<file path="src/rtl/bcd_to_unsigned.sv">
// Sequential BCD-to-binary converter (reverse double-dabble: shift right, subtract-3 correction).
// Trigger/idle handshake; flags any input nibble above 9 and forces bin to zero in that case.
module bcd_to_unsigned #(
    parameter int DIGITS = 8,
    parameter int BIN_W  = 27
) (
    input  logic                  clk,
    input  logic                  rst_n,
    input  logic                  trigger,
    input  logic [4*DIGITS-1:0]   bcd,
    output logic                  idle,
    output logic [BIN_W-1:0]      bin,
    output logic                  valid,
    output logic                  error
);
    localparam int BCD_W = 4 * DIGITS;
    localparam int CNT_W = $clog2(BCD_W);

    typedef enum logic [1:0] {
        IDLE,
        SHIFT,
        DONE
    } state_t;

    state_t              r_state;
    state_t              w_state_next;
    logic [BCD_W-1:0]    r_digits;
    logic [BCD_W-1:0]    r_acc;
    logic                r_err_pending;
    logic [CNT_W-1:0]    r_cnt;
    logic [BIN_W-1:0]    r_bin;
    logic                r_error;
    logic                r_valid;

    logic                w_bad_digit;
    logic [BCD_W-1:0]    w_digits_shifted;
    logic [BCD_W-1:0]    w_digits_corr;
    logic [BCD_W-1:0]    w_acc_shifted;
    logic                w_last_iter;

    // NOTE: every variable written in an always_comb gets a default first, so no latch is inferred.
    always_comb begin
        w_bad_digit = 1'b0;
        for (int i = 0; i < DIGITS; i++) begin
            if (bcd[4*i +: 4] > 4'd9) w_bad_digit = 1'b1;
        end
    end

    // Each nibble is corrected on its own; operands are >= 8 so no borrow crosses nibbles.
    always_comb begin
        w_digits_shifted = r_digits >> 1;
        w_acc_shifted    = {r_digits[0], r_acc[BCD_W-1:1]};
        w_digits_corr    = w_digits_shifted;
        for (int i = 0; i < DIGITS; i++) begin
            if (w_digits_shifted[4*i+3]) begin
                w_digits_corr[4*i +: 4] = w_digits_shifted[4*i +: 4] - 4'd3;
            end
        end
    end

    assign w_last_iter = (r_cnt == CNT_W'(BCD_W - 1));

    always_comb begin
        w_state_next = r_state;
        unique case (r_state)
            IDLE:    if (trigger) w_state_next = SHIFT;
            SHIFT:   if (w_last_iter) w_state_next = DONE;
            DONE:    w_state_next = IDLE;
            default: w_state_next = IDLE;
        endcase
    end

    // NOTE: sequential state uses non-blocking assignments only, so every flop samples pre-edge values.
    always_ff @(posedge clk or negedge rst_n) begin
        if (!rst_n) begin
            r_state <= IDLE;
        end else begin
            r_state <= w_state_next;
        end
    end

    // NOTE: the working registers are reset too; an aborted conversion must leave nothing behind.
    always_ff @(posedge clk or negedge rst_n) begin
        if (!rst_n) begin
            r_digits      <= '0;
            r_acc         <= '0;
            r_err_pending <= 1'b0;
            r_cnt         <= '0;
            r_bin         <= '0;
            r_error       <= 1'b0;
            r_valid       <= 1'b0;
        end else begin
            r_valid <= 1'b0;
            unique case (r_state)
                IDLE: begin
                    if (trigger) begin
                        r_digits      <= bcd;
                        r_acc         <= '0;
                        r_err_pending <= w_bad_digit;
                        r_cnt         <= '0;
                    end
                end
                SHIFT: begin
                    r_digits <= w_digits_corr;
                    r_acc    <= w_acc_shifted;
                    r_cnt    <= r_cnt + CNT_W'(1);
                end
                DONE: begin
                    r_bin   <= r_err_pending ? '0 : r_acc[BIN_W-1:0];
                    r_error <= r_err_pending;
                    r_valid <= 1'b1;
                end
                default: ;
            endcase
        end
    end

    assign idle  = (r_state == IDLE);
    assign bin   = r_bin;
    assign error = r_error;
    assign valid = r_valid;

endmodule

</file>
<file path="config.mk">
export PLATFORM = sky130hd
export DESIGN_NAME = bcd_to_unsigned
export DESIGN_NICKNAME = d
export VERILOG_FILES = /design/src/rtl/bcd_to_unsigned.sv
export SDC_FILE = /design/constraint.sdc
export NUM_CORES = 1
export LEC_CHECK = 0
export ABC_AREA = 0
export BUFFER_PORTS_ARGS = -buffer_cell sky130_fd_sc_hd__buf_2
export CAP_MARGIN = 20
export CORE_MARGIN = 5
export CORE_UTILIZATION = 35
export DETAILED_ROUTE_END_ITERATION = 6
export PLACE_DENSITY = 0.5
export SLEW_MARGIN = 15
export SYNTH_ARGS = -nofsm -noshare
export SYNTH_HDL_FRONTEND = slang
export SYNTH_SLANG_ARGS = --single-unit
</file>
<file path="constraint.sdc">
create_clock -name clk -period 1.8 [get_ports clk]
set_input_delay 0.09 -clock clk [delete_from_list [all_inputs] [get_ports clk]]
set_output_delay 0.09 -clock clk [all_outputs]
set_load 0.01 [all_outputs]
</file>
# [After elaboration in Yosys (flattened, before gate mapping)]
# Cells that the tools add are included.
[word_totals] inputBits=35 word_cells=60 output_inout_bits=30 ff_bits=101
[op_classes] add_sub_neg=8 order_cmp=8 muxes=26 n_eq_ne=5 reduce_logical=5
[ops] op="$pmux W32 S2" n=2
[ops] op="$mux W32" n=2
[ops] op="$gt A4 B4 Y1 const B" n=8
[ops] op="$mux W4" n=7
[ops] op="$sub A4 B2 Y4 const B" n=7
[ops] op="$mux W27" n=1
[ops] op="$pmux W5 S2" n=1
[ops] op="$mux W1" n=9
[ops] op="$reduce_and A2 Y1" n=3
[ops] op="$add A5 B1 Y5 const B" n=1
[ops] op="$eq A5 B5 Y1 const B" n=1
[ops] op="$mux W5" n=1
[ops] op="$mux W2" n=2
[ops] op="$ne A2 B2 Y1 const B" n=2
[ops] op="$pmux W2 S2" n=1
[ops] op="$eq A2 B1 Y1 const B" n=1
[ops] op="$eq A2 B2 Y1 const B" n=1
[ops] op="$logic_not A2 Y1" n=1
[ops] op="$reduce_bool A2 Y1" n=1

# [Longest topological paths before layout]
[depth] ltp_word=9 mapped_depth=6 ltp_nobuf=5

# [Worst setup path after synthesis]
# No wires, ideal clock.
[synth_timing] kind="flip-flop to flip-flop" from="reg r_state[0]" to="reg r_digits[26]" n_path_buf=2 arrival_time_ns=1.273 slack_ns=0.392 path_stages_with_launch=6 t_required_ns=1.665 setup_time_ns=0.135 synth_period_minus_slack_ns=1.408 cell_sequence="dfrtp_1 -> buf_2 -> nor3b_4 -> buf_6 -> mux2i_1 -> mux2i_1"
[synth_between] elab_chain_len=3 word_cells_on_any_way=6 cone_classes="eq/ne (2); mux (1); reduce/logical (3)"
[synth_lines] element="from (decl)" line_no="25" source="state_t r_state;"
[synth_lines] element="from (signal assigned)" line_no="78" source="r_state <= w_state_next;"
[synth_lines] element="$eq A2 B1 Y1 / $logic_not A2 Y1 (equally long branches)" line_no="94" source="unique case (r_state)"
[synth_lines] element="$reduce_bool A2 Y1 (no source line) / $ne A2 B2 Y1 (equally long branches)"
[synth_lines] element="$reduce_and A2 Y1 (no source line)"
[synth_lines] element="to (signal assigned)" line_no="104" source="r_digits <= w_digits_corr;"
[synth_lines] element="to (decl)" line_no="27" source="logic [BCD_W-1:0] r_digits;"
# Parallel ways exist; a longest one is shown, timed or not.
# A chain may end at the register's enable or synchronous reset.

# [Final worst setup path]
[layout_timing] from="reg r_state[1]" to="reg r_digits[13]"
# Same word-level chain as after synthesis.

==> results.md <==
- Critical Path Sink Type: flop
- CORE AREA: 13200 µm²
- Min-Delay Endpoint: r_digits[30]
- DP Wirelength: 7.54 mm
- Initial antenna violation count: 0
- Power per cell area: 1550 nW/µm²
- DRT antenna net count: 0
- Slowest CP cell: dfrtp_1
- Min-delay src: bcd[30]
- Resized Gates After CTS: 0
- Mapped Cells: 495
- RSZ-0062 raised after global routing: false
- Vias per cell: about 5
- DRT Pass-1 Iters: 4
- Final setup viols: 0
- EDFF count, synth: 0
- Worst r2r dst: r_digits[13]
- Worst-Margin Slew: 731 ps
- GPL Wtd Cong: 0.801
- Chip height: 126 µm
- Hold Path Class: primary input to flop
- Buf/Inv on CP: 2
- Worst-Skew Late Latency: 350 ps
- Die extent in x: 126 µm
- Mapped Area: roughly 4700 µm²
- Post-Syn Area per Cell: 9.56 µm²
- FF-to-FF path depth: 5
- Drt total wl: 11.0 mm
- FP Rows: between 40 and 50
- WP data required: 2030 ps
- Global-route wire length before repair: about 19 mm
- Seq/Total Area, Yosys: 53.4%
- Clk sinks: 101
- CTS tree: done
- Library cells used by synthesis: 32
- Iteration-0 DRC Markers: 146
- Area grow syn2layout: 19.9%
- Commonest cells after routing, fill and taps aside: nand2_1 (118), dfrtp_1 (101), buf_2 (63)
- Critical R2R Launch: r_state[1]
- Vias in the first global route: 3724
- Max clock buf depth: 2
- Number of port buffers: 64
- TritonCTS Buffers: 9
- Fmax: 657 MHz
- Yosys reg bits: 101
- Largest net degree at the start of global routing: 55
- Slew margin rel.: approximately half
- Max incr delay on CP: ~400 ps
- Pins Over Slew Limit: 0
- Via count: 3624
- Ordered cell list for the critical path: buf_4, nand2b_2, buf_12, a211oi_1, o31ai_1
- Clk_skew: 5.38 ps
- # fillers: 1347
- TNS Setup: 0 ps
- Tot GR Track Use: roughly 14%
- Starting Density: 35.7%
- Yosys warning total: 0
- WL/cell: 14.9 µm
- Final-report hold violation count: 0
- CP arrival: 1750 ps
- Fraction of layout cells with a size suffix above 1: a little under a fifth
- Crit-path max FO: 54
- Max cap viols: 0
- Htree depth: 3
- Minimum clock period: 1520 ps
- CP delay by family, top: flip-flops
- Synthesized Nets: 539
- Internal reg-to-reg setup slack: between 200 and 300 ps
- IO Pins: 65
- Most common cell after layout, fill and taps aside: nand2_1
- # DRC: 0
- Share of flip-flops with an asynchronous set or reset: 100%
- CTS clk-pin slew, worst paths: 70 ps
- CTS Root Buffer Type: clkbuf_16
- Total leakage power: around 2.7 nW
- Max IR drop VDD: 815 µV
- Total power: 8.81 mW
- Worst Hold Path Cells: 3
- GR Overflow Total: 0
- Outcome: finished clean
- Critical Path Source Type: flop
- Nets: 602
- Main synth FF type: dfrtp_1
- Final Cycle Share: 84.6%
- # diodes: 0
- Die area: 15900 µm²
- Critical path class: flop to flop
==> area by class of cell <==
cell class | count | area (µm²) | share of cell area [%]
well taps | 176 | 220 | 3.88
flip-flops and latches | 101 | 2530 | 44.6
inverters | 1 | 3.75 | 0.0662
clock inverters | 5 | 81.3 | 1.43
clock buffers | 11 | 253 | 4.46
repair buffers | 86 | 546 | 9.62
multi-input cells | 359 | 2040 | 36.0
==> how the worst max path moves through the flow <==
| stage | startpoint | slack [ps] | depth (start not counted) | end |
|---|---|---|---|---|
| after CTS | r_state[0] | 260 | 5 | r_digits[13] |
| after floorplan | r_state[0] | 390 | 5 | r_digits[26] |
| after global routing | r_state[0] | 140 | 5 | r_digits[13] |
| after global placement | r_state[1] | 320 | 4 | r_digits[23] |
| after detailed placement | r_state[1] | 270 | 4 | r_digits[27] |
| final | r_state[1] | 280 | 5 | r_digits[13] |
==> state kept, by name, summed over array words and instances (netlist names) <==
signal         cells
error              1
r_cnt              5
valid              1
bin               27
r_state            2
r_err_pending      1
r_acc             32
r_digits          32
==> worst register-to-register path: cells and delay by family (launching register included) <==
| family | cells | cell delay, ps |
|---|---|---|
| flip-flops | 1 | 400 |
| buffers and inverters | 2 | 400 |
| AO/OA/AOI/OAI | 2 | 390 |
| AND/OR/NAND/NOR | 1 | 220 |
==> where the power goes <==
| group | leakage, nW | internal (mW) | switching (mW) |
|---|---|---|---|
| Sequential | 1.28 | 3.05 | 0.750 |
| Combinational | 1.23 | 1.39 | 1.45 |
| Clock | 0.162 | 1.30 | 0.871 |
| Total | 2.68 | 5.74 | 3.07 |
==> cell families after synthesis <==
kind of cell               share of synthesized area [%]
adders and majority gates                           2.38
and+or+nand+nor                                     22.2
xor gates and xnor gates                            2.78
muxes                                               3.20
DFF                                                 53.4
buffers and inverters                               3.62
AOI/OAI and AO/OA                                   12.4
==> synth_stat cells, types with 8 or more instances <==
master,n,area share (%)
a21oi_1,8,0.85
clkbuf_1,17,1.3
nand2b_1,29,3.8
nand3_1,42,4.4
ha_1,9,2.4
dfrtp_1,101,53
nor2_1,12,0.95
nor2b_1,16,2.1
o21ai_0,46,4.9
xor2_1,8,1.5
buf_2,14,1.5
nand2_1,118,9.4
mux2i_1,14,3.0
==> repair_timing <==
action / 4_1_cts / 5_1_grt
hold buffers: 3 / 0
buffers inserted: 0 / 0
endpoints found under the hold margin: 38 / 0
==> stage by stage <==
stage | std cells | utilization, % | hold WS (ps) | setup slack, ps | cell area (µm²)
after floorplan | 495 | - | -206 | 392 | 4730
after global placement | 720 | 40.1 | 98.6 | 321 | 5310
after detailed placement | 720 | 40.1 | 106 | 266 | 5310
after CTS | 739 | 42.8 | 3.64 | 258 | 5670
after global routing | 739 | 42.8 | 19.7 | 144 | 5670
final | 739 | 42.8 | 13.8 | 277 | 5670
==> routing by layer <==
| layer | vias up | GRT usage [%] | part of all wire (%) |
|---|---|---|---|
| met3 | 12 | 3.03 | 4.2 |
| li1 | 1809 | - | - |
| met4 | 0 | 6.31 | 2.2 |
| met1 | 1737 | 20.0 | 49 |
| met5 | - | 0 | 0 |
| met2 | 66 | 22.2 | 45 |
Power figures use the tool's default switching activity.
